**config.mk**
```make
export PLATFORM = sky130hd
export DESIGN_NAME = ern_channel_scheduler
export DESIGN_NICKNAME = d
export VERILOG_FILES = /design/src/rtl/ern_channel_scheduler_pkg.sv /design/src/rtl/ern_channel_scheduler_rr_arbiter.sv /design/src/rtl/ern_channel_scheduler.sv
export SDC_FILE = /design/constraint.sdc
export NUM_CORES = 1
export LEC_CHECK = 0
export ABC_AREA = 0
export BUFFER_PORTS_ARGS = -buffer_cell sky130_fd_sc_hd__buf_4
export CAP_MARGIN = 20
export CORE_ASPECT_RATIO = 1.1
export CORE_MARGIN = 5
export CORE_UTILIZATION = 30
export CTS_CLUSTER_DIAMETER = 80
export DETAILED_ROUTE_END_ITERATION = 8
export SYNTH_ARGS = -nofsm -noshare
export SYNTH_HDL_FRONTEND = slang
export SYNTH_SLANG_ARGS = --single-unit
```
**constraint.sdc**
```tcl
create_clock -name clk -period 2.8 [get_ports clk]
set_input_delay 0.28 -clock clk [delete_from_list [all_inputs] [get_ports clk]]
set_output_delay 0.28 -clock clk [all_outputs]
set_load 0.01 [all_outputs]
```
**src/rtl/ern_channel_scheduler_pkg.sv**
```systemverilog
// Shared types and constants for the ERN channel scheduler and its
// round-robin arbiter.
package ern_pkg;

   localparam int ERR_W = 16;
   localparam int CNT_W = 16;
   localparam logic [CNT_W-1:0] CNT_SAT = 16'hFFFF;

   typedef enum logic [1:0] {
      IDLE,
      ISSUE,
      WAIT,
      REPORT
   } state_t;

   function automatic logic [CNT_W-1:0] sat_inc(input logic [CNT_W-1:0] v);
      return (v == CNT_SAT) ? v : v + 1'b1;
   endfunction

endpackage

```
**src/rtl/ern_channel_scheduler_rr_arbiter.sv**
```systemverilog
// Combinational round-robin arbiter: picks the first eligible index
// searching upward from last_grant+1 with wrap-around.
module rr_arbiter #(
   parameter int N  = 4,
   parameter int CW = $clog2(N)
) (
   input  logic [N-1:0]  i_eligible,
   input  logic [CW-1:0] i_last_grant,
   output logic [CW-1:0] o_grant,
   output logic          o_any_grant
);

   // One extra bit so last_grant + k never overflows before the wrap.
   logic [CW:0] w_idx;

   always_comb begin
      o_grant     = '0;
      o_any_grant = 1'b0;
      w_idx       = '0;
      for (int k = 1; k <= N; k++) begin
         w_idx = {1'b0, i_last_grant} + (CW+1)'(k);
         if (w_idx >= (CW+1)'(N)) begin
            w_idx = w_idx - (CW+1)'(N);
         end
         if (!o_any_grant && i_eligible[w_idx[CW-1:0]]) begin
            o_any_grant = 1'b1;
            o_grant     = w_idx[CW-1:0];
         end
      end
   end

endmodule

```
**src/rtl/ern_channel_scheduler.sv**
```systemverilog
// Time-shares one ERN detector among N error channels, with a per-channel
// refractory mask after every ERN result.
//
// state  | meaning
// IDLE   | arbitrate; grant one eligible channel and latch its sample
// ISSUE  | strobe the latched sample into the detector
// WAIT   | count down detector latency, capture det_ern_pulse at terminal count
// REPORT | hold the tagged result until res_ready
module ern_channel_scheduler
   import ern_pkg::*;
#(
   parameter int N       = 4,
   parameter int DET_LAT = 1,
   parameter int REFRACT = 8,
   parameter int CW      = $clog2(N)
) (
   input  logic               clk,
   input  logic               rst_n,
   input  logic [N-1:0]       req_valid,
   input  logic [N*ERR_W-1:0] req_error,
   output logic [N-1:0]       req_ready,
   output logic [ERR_W-1:0]   det_error_raw,
   output logic               det_error_valid,
   input  logic               det_ern_pulse,
   output logic               res_valid,
   input  logic               res_ready,
   output logic [CW-1:0]      res_chan,
   output logic               res_ern,
   output logic [ERR_W-1:0]   res_error,
   output logic [N-1:0]       refract_active,
   output logic [CNT_W-1:0]   ern_count,
   output logic               busy
);

   localparam int RW = (REFRACT < 2) ? 1 : $clog2(REFRACT + 1);

   state_t           r_state;
   logic [CW-1:0]    r_last;
   logic [CW-1:0]    r_chan;
   logic [ERR_W-1:0] r_sample;
   logic [2:0]       r_wait;
   logic             r_det_valid;
   logic             r_res_valid;
   logic             r_res_ern;
   logic [CNT_W-1:0] r_ern_count;
   logic [RW-1:0]    r_refract [N];

   logic [N-1:0]     w_refract_active;
   logic [N-1:0]     w_eligible;
   logic [CW-1:0]    w_grant;
   logic             w_any_grant;
   logic             w_grant_now;
   logic             w_capture;
   logic             w_ern_hit;
   logic [ERR_W-1:0] w_sel_error;

   always_comb begin
      w_refract_active = '0;
      for (int i = 0; i < N; i++) begin
         w_refract_active[i] = (r_refract[i] != '0);
      end
   end

   assign w_eligible = req_valid & ~w_refract_active;

   rr_arbiter #(
      .N  (N),
      .CW (CW)
   ) u_arb (
      .i_eligible   (w_eligible),
      .i_last_grant (r_last),
      .o_grant      (w_grant),
      .o_any_grant  (w_any_grant)
   );

   // req_ready is combinational, so it is gated by reset to stay low there.
   assign w_grant_now = rst_n && (r_state == IDLE) && w_any_grant;
   assign w_capture   = (r_state == WAIT) && (r_wait == 3'd1);
   assign w_ern_hit   = w_capture && det_ern_pulse;

   always_comb begin
      req_ready = '0;
      if (w_grant_now) begin
         req_ready[w_grant] = 1'b1;
      end
   end

   always_comb begin
      w_sel_error = '0;
      for (int i = 0; i < N; i++) begin
         if (w_grant == CW'(i)) begin
            w_sel_error = req_error[i*ERR_W +: ERR_W];
         end
      end
   end

   always_ff @(posedge clk or negedge rst_n) begin
      if (!rst_n) begin
         r_state     <= IDLE;
         r_last      <= CW'(N - 1);
         r_chan      <= '0;
         r_sample    <= '0;
         r_wait      <= '0;
         r_det_valid <= 1'b0;
         r_res_valid <= 1'b0;
         r_res_ern   <= 1'b0;
         r_ern_count <= '0;
      end else begin
         r_det_valid <= 1'b0;
         case (r_state)
            IDLE: begin
               if (w_any_grant) begin
                  r_sample    <= w_sel_error;
                  r_chan      <= w_grant;
                  r_last      <= w_grant;
                  r_det_valid <= 1'b1;
                  r_state     <= ISSUE;
               end
            end
            ISSUE: begin
               r_wait  <= 3'(DET_LAT);
               r_state <= WAIT;
            end
            WAIT: begin
               if (w_capture) begin
                  r_res_ern   <= det_ern_pulse;
                  r_res_valid <= 1'b1;
                  if (det_ern_pulse) begin
                     r_ern_count <= sat_inc(r_ern_count);
                  end
                  r_state <= REPORT;
               end else begin
                  r_wait <= r_wait - 3'd1;
               end
            end
            REPORT: begin
               if (res_ready) begin
                  r_res_valid <= 1'b0;
                  r_state     <= IDLE;
               end
            end
            default: r_state <= IDLE;
         endcase
      end
   end

   // A fresh ERN load takes priority over the ongoing decrement.
   always_ff @(posedge clk or negedge rst_n) begin
      if (!rst_n) begin
         for (int i = 0; i < N; i++) begin
            r_refract[i] <= '0;
         end
      end else begin
         for (int i = 0; i < N; i++) begin
            if (w_ern_hit && (r_chan == CW'(i))) begin
               r_refract[i] <= RW'(REFRACT);
            end else if (r_refract[i] != '0) begin
               r_refract[i] <= r_refract[i] - RW'(1);
            end
         end
      end
   end

   assign det_error_raw   = r_sample;
   assign det_error_valid = r_det_valid;
   assign res_valid       = r_res_valid;
   assign res_chan        = r_chan;
   assign res_ern         = r_res_ern;
   assign res_error       = r_sample;
   assign refract_active  = w_refract_active;
   assign ern_count       = r_ern_count;
   assign busy            = (r_state != IDLE);

endmodule

```
==> qor.yml, run 1 <==
synthesis:
  yosysSeqAreaShare: 0.419
  synth_area_leader_cell: "dfrtp_1"
  ys_seq_elements: 60
  mappedNetlistArea_mm2: 0.00359
  syn_nets: 463
  synthFlopType: "dfrtp_1"
  synth.area.top_cells: "dfrtp_1 40%, ha_1 5.6%, nand2_1 5.0%"
  synth_area_per_cell_um2: 9.58
  yosys_warnings: 0
  synth_enable_flop_cells: 0
  synthDistinctLibCells: 50
  synth-async-reset-ratio: 1.00
  netlist.area_leader.share: 0.404
  synth_cells: 375
min_path:
  hp-class: "in2reg"
  hold_depth: 2
die:
  dieArea_mm2: 0.0143
  io-pin-count: 134
  fp-row-count: 42
  core_area_mm2: 0.0119
  die_x_um: 114
  die_y_um: 125
  start_util: 0.302
worst_setup_path:
  critPathCaptureType: "primary output"
  slowest_stage: "dfrtp_1"
  worstSetupPathType: "reg2out"
  worst_ep_arrival_time_ps: 2380
  startpoint_type: "flop"
  r2r_cells: 10
  worstPathRequired_ps: 2520
  worstPathMaxFanout: 17
  cp_slowest_stage_delay_ps: 370
  critical_path.cell_chain: "inv_1, ha_1, and4bb_2, a2111oi_4, nand2b_4, clkinv_4, nand2_1, nor3_1, buf_4"
placed_design:
  dp_slack_ps: 289
  place.port_buffers: 133
  place_area_mm2: 0.00464
  gp_congestion: 0.783
  dp.cells: 641
  dp_hpwl_um: 7370
clocking:
  insertion_delay_ps: 320
  cts_sinks: 60
  cts_tree: "yes"
  clockBufferDepth: 2
  root_buffer: "clkbuf_16"
  path_clk_slew_ps: 50
  cts_made_buffers: 9
  cts_max_level: 3
pwr:
  sw_frac_of_total: 0.380
  internal_power_uw: 3050
  leakage_uw: 0.00244
  pwr-share-clk: 0.199
  power_frac_comb: 0.483
  pwr-share-seq: 0.319
  power.density_mw_per_mm2: 986
  ir_drop_mv: 0.358
  p_switching_uw: 1870
sta:
  fmax_mhz: 376
  worstMarginPinSlew_ps: 478
  rsz0062_at_grt: "yes"
  setup_violations: 0
  finalCriticalPeriod_ps: 2660
  hold_violations: 0
  min_period_over_period: 0.950
  fin_worst_skew_ps: 4.74
  whs_ps: 207
  setup_slack_ps: 139
  slew_viol_final: 0
  relSlewSlack: 0.681
route:
  wl_per_cell_um: 14.0
  via_per_inst: 4.76
  drt_iter0_markers: 210
  firstDrtPassIters: 4
  totalWireLength_um: 9280
  drc: 0
  num_vias: 3148
  ant_nets: 0
global_route:
  use_met3: 0.0350
  grt_pass1_wl_um: 15600
  use_met1: 0.181
  grt-ovfl-total: 0
  grt_max_degree: 32
  track_usage: 0.133
  use_met2: 0.206
  grt.busiest_layer: "met2"
  grt_pass1_vias: 3280
  antenna_found_initial: 0
layout:
  most-common-layout-cells: "146 x buf_4, 58 x dfrtp_1, 48 x nand2_1"
  diodes: 0
  nNetsFinal: 591
  areaGrowthSynthToFinish_pct: 39.0
  final_util: 0.420
  nFillCells: 1217
  fin_cells: 662
  design_area_mm2: 0.00499
  final_common_cell: "buf_4"
  drive_gt1_frac: 0.346
run:
  maxCapViolCount: 0
run_status:
  status: "finished, final reports clean"
==> cell usage after synthesis (3+ instances only) <==
cell type  instances
dfrtp_1           58
nand2_1           48
nor2_1            23
o21ai_0           23
xnor2_1           19
buf_4             18
inv_1             17
and3_1            16
ha_1              16
mux2i_1           16
nor3_1            15
o211ai_1          11
a21boi_0          10
nand3_1            7
a311o_1            6
buf_2              5
clkbuf_1           5
xor2_1             5
a211o_1            4
a211oi_1           4
a21oi_1            4
or3_1              4
and2_1             3
nand4_1            3
==> final cells by class <==
type | instances | area [µm²] | area share
multi-input combinational | 267 | 1850 | 0.371
inverter | 18 | 72.6 | 0.0145
clock buffer | 14 | 254 | 0.0509
sequential | 60 | 1500 | 0.301
tap | 154 | 193 | 0.0386
timing repair buffer | 147 | 1110 | 0.222
clock inverter | 2 | 10.0 | 0.00201
==> critical path: cells and delay by family, from the launching register on <==
kind	cells	cell delay, ps
and+or+nand+nor	4	750
DFF	1	370
AOI/OAI and AO/OA	1	360
buffers and inverters	3	350
adders and majority gates	1	220
==> cells by family after synthesis <==
| family | count (synthesis) | synth area share |
|---|---|---|
| xor+xnor | 24 | 0.0585 |
| flops | 60 | 0.419 |
| compound gates | 73 | 0.146 |
| buf+inv | 48 | 0.0773 |
| mux | 17 | 0.0477 |
| simple gates | 137 | 0.196 |
| fa+ha+maj | 16 | 0.0557 |
==> final timing paths <==
| path | start | slack (ps) | endpoint |
|---|---|---|---|
| max in group asynchronous | rst_n | 1620 | det_error_valid |
| min reg2reg | ern_count[11] | 490 | ern_count[11] |
| min in group asynchronous | rst_n | 440 | ern_count[2] |
| max | r_refract[4] | 140 | req_ready[1] |
| max reg2reg | r_refract[12] | 410 | det_error_raw[8] |
| min | req_error[49] | 210 | det_error_raw[1] |
==> repair_timing <==
action                                  4_1_cts  5_1_grt
endpoints found under the hold margin        27        0
pin swaps                                     0        2
endpoints found under the setup margin        4        4
resized for setup                             1        8
hold buffers                                  1        0
setup buffers                                 0        4
==> registers in the layout, summed over array words and instances (netlist names) <==
name / cells
det_error_raw: 16
det_error_valid: 1
ern_count: 16
r_last: 2
r_refract: 16
r_state: 2
r_wait: 3
res_chan: 2
res_ern: 1
res_valid: 1
==> per-stage QoR <==
step,TNS [ps],total power (µW)
after floorplan,0,3120
after global placement,0,3830
after detailed placement,0,3910
after CTS,-0.869,4940
after global routing,-12.4,5340
final,0,4920
==> power groups by stage <==
stage / sequential, µW / combinational [µW] / clock (µW)
after global routing: 1630 / 2660 / 1050
after global placement: 1560 / 2270 / 0
after CTS: 1570 / 2350 / 1010
final: 1570 / 2380 / 978
after floorplan: 1580 / 1540 / 0
after detailed placement: 1580 / 2340 / 0
==> routing by layer <==
| metal | up-vias | part of all wire |
|---|---|---|
| met4 | 0 | 0.0070 |
| met5 | - | 0 |
| met3 | 5 | 0.074 |
| met2 | 108 | 0.47 |
| met1 | 1475 | 0.45 |
| li1 | 1560 | - |
No activity file was read; power rests on OpenSTA's default activity.
==> run 2, diff against run 1 <==
--- a/config.mk
+++ b/config.mk
@@ -13,6 +13,8 @@
 export CORE_UTILIZATION = 30
 export CTS_CLUSTER_DIAMETER = 80
 export DETAILED_ROUTE_END_ITERATION = 8
+export MAX_ROUTING_LAYER = met4
 export SYNTH_ARGS = -nofsm -noshare
 export SYNTH_HDL_FRONTEND = slang
+export SYNTH_HIERARCHICAL = 1
 export SYNTH_SLANG_ARGS = --single-unit
==> qor.yml, run 2 <==
pwr:
  sw_frac_of_total: 0.369
  leakage_uw: 0.00247
  pwr-share-clk: 0.232
  p_total_uw: 5080
  power.density_mw_per_mm2: 1030
  internal_power_uw: 3210
  pwr-share-seq: 0.307
  power_frac_comb: 0.461
  p_switching_uw: 1870
  ir_drop_mv: 0.373
clocking:
  cts-resized-gates: 0
  holdBufCountCts: 0
  cts_sinks: 60
  root_buffer: "clkbuf_16"
  path_clk_slew_ps: 50
  cts_setup_buffers: 0
  cts_max_level: 3
  clockBufferDepth: 2
  cts_made_buffers: 9
  cts_tree: "yes"
  insertion_delay_ps: 330
route:
  num_vias: 2962
  ant_nets: 0
  totalWireLength_um: 9310
  wl_per_cell_um: 14.8
  drc: 0
  drt_iter0_markers: 101
  via_per_inst: 4.70
  firstDrtPassIters: 5
synthesis:
  syn_nets: 438
  synth-async-reset-ratio: 1.00
  ys_seq_elements: 60
  netlist.area_leader.share: 0.411
  synth_area_leader_cell: "dfrtp_1"
  synth_cells: 350
  mappedNetlistArea_mm2: 0.00353
  synthFlopType: "dfrtp_1"
  yosys_warnings: 6
  synth_area_per_cell_um2: 10.1
  synthTopCellsByCount: "71 x nand2_1, 58 x dfrtp_1, 22 x inv_1"
  yosysSeqAreaShare: 0.426
  yosysMostFrequentCell: "nand2_1"
  synth_enable_flop_cells: 0
  synthDistinctLibCells: 45
  synth.area.top_cells: "dfrtp_1 41%, mux4_2 10%, nand2_1 7.6%"
sta:
  worstMarginPinSlew_ps: 782
  fin_worst_skew_ps: 9.27
  relSlewSlack: 0.479
  hold_violations: 0
  fmax_mhz: 389
  min_period_over_period: 0.919
  slew_viol_final: 0
  final.setup.tns_ps: 0
  finalCriticalPeriod_ps: 2570
  rsz0062_at_grt: "no"
  setup_violations: 0
layout:
  nNetsFinal: 562
  final_util: 0.430
  drive_gt1_frac: 0.382
  areaGrowthSynthToFinish_pct: 40.1
  final_common_cell: "buf_4"
  design_area_mm2: 0.00494
  most-common-layout-cells: "138 x buf_4, 71 x nand2_1, 58 x dfrtp_1"
min_path:
  hp-class: "in2async"
worst_setup_path:
  critPathCaptureType: "primary output"
  worst_ep_arrival_time_ps: 2290
  cp_num_buf_inv: 4
  slowest_stage: "dfrtp_1"
  worstPathMaxFanout: 20
  critical_path.cell_chain: "inv_1, ha_1, and3_1, and2b_1, a21oi_2, o221ai_2, buf_12, inv_1, nor3_1, buf_4"
  startpoint_type: "flop"
  worstSetupPathType: "reg2out"
  critPathTopFamily: "simple AND/OR/NAND/NOR gates"
  cp_common_cell: "inv_1"
  worstPathRequired_ps: 2520
  cp_slowest_stage_delay_ps: 400
die:
  io-pin-count: 134
  die_x_um: 113
  die_y_um: 124
  start_util: 0.307
  core_area_mm2: 0.0115
  fp-row-count: 41
  dieArea_mm2: 0.0140
global_route:
  grt_pass1_vias: 3075
  track_usage: 0.140
  grt-ovfl-total: 0
  grt_pass1_wl_um: 14800
  antenna_found_initial: 1
  grt_max_degree: 61
placed_design:
  gp_congestion: 0.770
  place.port_buffers: 133
  dp_hpwl_um: 7320
  place_area_mm2: 0.00462
run:
  maxCapViolCount: 0
run_status:
  status: "finished, final reports clean"
-- run 2: cell types whose count changed after synthesis, sizes merged, moves of 10 or more --
cell    delta
mux4      +16
o21ai     -16
a21boi    -10
mux2i     -15
nand2     +21
-- run 2: final cells by class --
| cell class | instances | area [µm²] |
|---|---|---|
| fillers | 1128 | 6550 |
| multi-input cells | 242 | 1790 |
| flip-flops and latches | 60 | 1500 |
| repair buffers | 139 | 1060 |
| clock buffers | 10 | 229 |
| well taps | 150 | 188 |
| clock inverters | 6 | 88.8 |
| inverters | 22 | 82.6 |
| diodes | 1 | 2.50 |
-- run 2: final timing paths --
path / from / to / slack (ps) / cells past startpoint
max: r_refract[0] / req_ready[1] / 230 / 10
min: rst_n / det_error_raw[13] / 150 / 2
max reg2reg: r_refract[0] / det_error_raw[15] / 470 / 10
min reg2reg: r_last[0] / r_last[0] / 490 / 2
max in group asynchronous: rst_n / ern_count[9] / 2140 / 2
min in group clk: res_ready / res_valid / 270 / 4
-- run 2: metrics by stage --
stage | setup WS, ps | hold WS, ps | std cells
after floorplan | 578 | -15.6 | 350
after global placement | 485 | 475 | 613
after detailed placement | 424 | 481 | 613
after global routing | 22.4 | 204 | 630
final | 227 | 147 | 630
after CTS | 137 | 169 | 629
-- run 2: routing by layer --
layer | track usage | routed length [µm] | share of wire | up-vias
li1 | - | - | - | 1444
met1 | 0.171 | 4050 | 0.44 | 1381
met2 | 0.222 | 4360 | 0.47 | 126
met3 | 0.0466 | 787 | 0.084 | 11
met4 | 0.0428 | 111 | 0.012 | 0
met5 | - | 0 | 0 | -
-- run 2: power by group through the flow --
stage | clock [µW] | combinational [µW] | sequential [µW]
after floorplan | 0 | 1570 | 1560
after global placement | 0 | 2340 | 1550
after detailed placement | 0 | 2390 | 1570
after CTS | 1210 | 2390 | 1570
after global routing | 1250 | 2630 | 1620
final | 1180 | 2340 | 1560
-- run 2: kinds of logic after synthesis --
kind of cell / after synthesis / synth area share
and+or+nand+nor: 152 / 0.217
muxes: 20 / 0.116
xor gates and xnor gates: 21 / 0.0521
buffers and inverters: 48 / 0.0688
AOI/OAI and AO/OA: 33 / 0.0638
adders and majority gates: 16 / 0.0567
DFF: 60 / 0.426
==> run 3, diff against run 2 <==
--- a/config.mk
+++ b/config.mk
@@ -10,10 +10,11 @@
 export CAP_MARGIN = 20
 export CORE_ASPECT_RATIO = 1.1
 export CORE_MARGIN = 5
-export CORE_UTILIZATION = 30
+export CORE_UTILIZATION = 50
 export CTS_CLUSTER_DIAMETER = 80
 export DETAILED_ROUTE_END_ITERATION = 8
 export MAX_ROUTING_LAYER = met4
+export PLACE_DENSITY = 0.81
 export SYNTH_ARGS = -nofsm -noshare
 export SYNTH_HDL_FRONTEND = slang
 export SYNTH_HIERARCHICAL = 1
==> qor.yml, run 3 (synthesis gave the netlist of run 2 again) <==
worst_setup_path:
  worstPathMaxFanout: 10
  cp_common_cell: "inv_1"
  critical_path.cell_chain: "inv_1, ha_1, and3_1, and2b_1, a21oi_2, o221ai_4, buf_12, inv_1, nor3_1, buf_4"
  worstSetupPathType: "reg2out"
  r2r_cells: 10
  worst_ep_arrival_time_ps: 2330
  cp_slowest_stage_delay_ps: 400
  slowest_stage: "dfrtp_1"
  cp_num_buf_inv: 4
  critPathCaptureType: "primary output"
  worst-path-stages: 10
  startpoint_type: "flop"
  critPathTopFamily: "simple AND/OR/NAND/NOR gates"
  worstPathRequired_ps: 2520
sta:
  hold_violations: 0
  final.setup.tns_ps: 0
  fmax_mhz: 383
  slew_viol_final: 0
  setup_violations: 0
  relSlewSlack: 0.526
  worstMarginPinSlew_ps: 711
  min_period_over_period: 0.932
  fin_worst_skew_ps: 11.0
  rsz0062_at_grt: "no"
  finalCriticalPeriod_ps: 2610
  whs_ps: 283
run_status:
  status: "finished, final reports clean"
pwr:
  power_frac_comb: 0.524
  power.density_mw_per_mm2: 979
  ir_drop_mv: 0.555
  p_switching_uw: 1820
  pwr-share-seq: 0.335
  internal_power_uw: 2820
  sw_frac_of_total: 0.392
  leakage_uw: 0.00243
  pwr-share-clk: 0.141
min_path:
  hold_depth: 4
  hp-class: "in2reg"
global_route:
  grt_pass1_wl_um: 14600
  grt_pass1_vias: 3127
  grt-ovfl-total: 0
  grt_max_degree: 57
  antenna_found_initial: 0
  track_usage: 0.209
route:
  wl_per_cell_um: 16.0
  totalWireLength_um: 9050
  via_per_inst: 5.39
  drt_iter0_markers: 106
  drc: 0
  firstDrtPassIters: 5
  num_vias: 3053
  ant_nets: 0
layout:
  design_area_mm2: 0.00474
  seqCellArea_mm2: 0.00150
  drive_gt1_frac: 0.378
  nNetsFinal: 564
  diodes: 0
  final_util: 0.685
  final_common_cell: "buf_4"
  most-common-layout-cells: "138 x buf_4, 71 x nand2_1, 58 x dfrtp_1"
  multiInputGateArea_mm2: 0.00180
  areaGrowthSynthToFinish_pct: 34.5
  nFillCells: 549
die:
  fp-row-count: 32
  dieArea_mm2: 0.00884
  io-pin-count: 134
  core_area_mm2: 0.00693
  die_x_um: 90.1
  start_util: 0.509
  die_y_um: 98.1
clocking:
  root_buffer: "clkbuf_8"
  path_clk_slew_ps: 70
  insertion_delay_ps: 330
  cts_max_level: 3
  cts_tree: "yes"
  cts_sinks: 60
  clockBufferDepth: 2
  cts_made_buffers: 9
  cts_setup_buffers: 0
placed_design:
  place.port_buffers: 133
  dp_hpwl_um: 6990
  gp_congestion: 0.851
  place_area_mm2: 0.00453
run:
  maxCapViolCount: 0
run 3: changes by cell type in the layout (fill, tap and decap cells not counted), sizes merged:
cell | before | now
clkinv | 2 | 3
bufinv | 2 | 0
dlygate4sd3 | 0 | 1
diode | 1 | 0
clkinvlp | 2 | 0
clkbuf | 10 | 14
run 3: final timing paths:
kind,start,to,slack [ps]
hold / removal,res_ready,res_valid,280
setup / recovery,r_refract[1],req_ready[1],190
max in group asynchronous,rst_n,ern_count[8],1530
hold reg to reg,res_valid,res_valid,510
min in group asynchronous,rst_n,det_error_raw[15],370
setup reg to reg,r_refract[1],det_error_raw[7],420
run 3: metal layers:
| metal | track usage | vias up | share of wire |
|---|---|---|---|
| li1 | - | 1447 | - |
| met1 | 0.244 | 1475 | 0.40 |
| met2 | 0.352 | 117 | 0.52 |
| met3 | 0.0455 | 14 | 0.058 |
| met4 | 0.0813 | 0 | 0.018 |
| met5 | - | - | 0 |
run 3: cell type report:
cell class | instances | share of cell area
multi-input cells | 242 | 0.379
flip-flops and latches | 60 | 0.317
repair buffers | 141 | 0.230
clock buffers | 13 | 0.0314
well taps | 85 | 0.0224
inverters | 22 | 0.0174
clock inverters | 3 | 0.00316
run 3: power groups by stage:
| stage | Combinational, µW | Clock (µW) | Sequential, µW |
|---|---|---|---|
| 2_1_floorplan | 1570 | 0 | 1560 |
| 3_3_place_gp | 2300 | 0 | 1540 |
| 3_5_place_dp | 2390 | 0 | 1560 |
| 4_1_cts | 2400 | 675 | 1550 |
| 5_1_grt | 2690 | 716 | 1600 |
| 6_report | 2430 | 656 | 1560 |
run 3: tightest hold or removal path: cells and delay by family:
kind / cells / cell delay (ps)
AND/OR/NAND/NOR: 1 / 50
AO/OA/AOI/OAI: 2 / 130
buffers and inverters: 1 / 110
run 3: stage by stage:
step | total power, µW | setup slack [ps] | std cells
2_1_floorplan | 3120 | 578 | 350
3_3_place_gp | 3840 | 566 | 548
3_5_place_dp | 3950 | 494 | 548
4_1_cts | 4630 | 172 | 565
5_1_grt | 5010 | 14.3 | 566
6_report | 4650 | 191 | 566
run 3: timing repair:
action / in CTS / in global routing
gates resized for setup: 0 / 1
endpoints found under the hold margin: 4 / 0
endpoints found under the setup margin: 0 / 1
hold buffers: 1 / 0
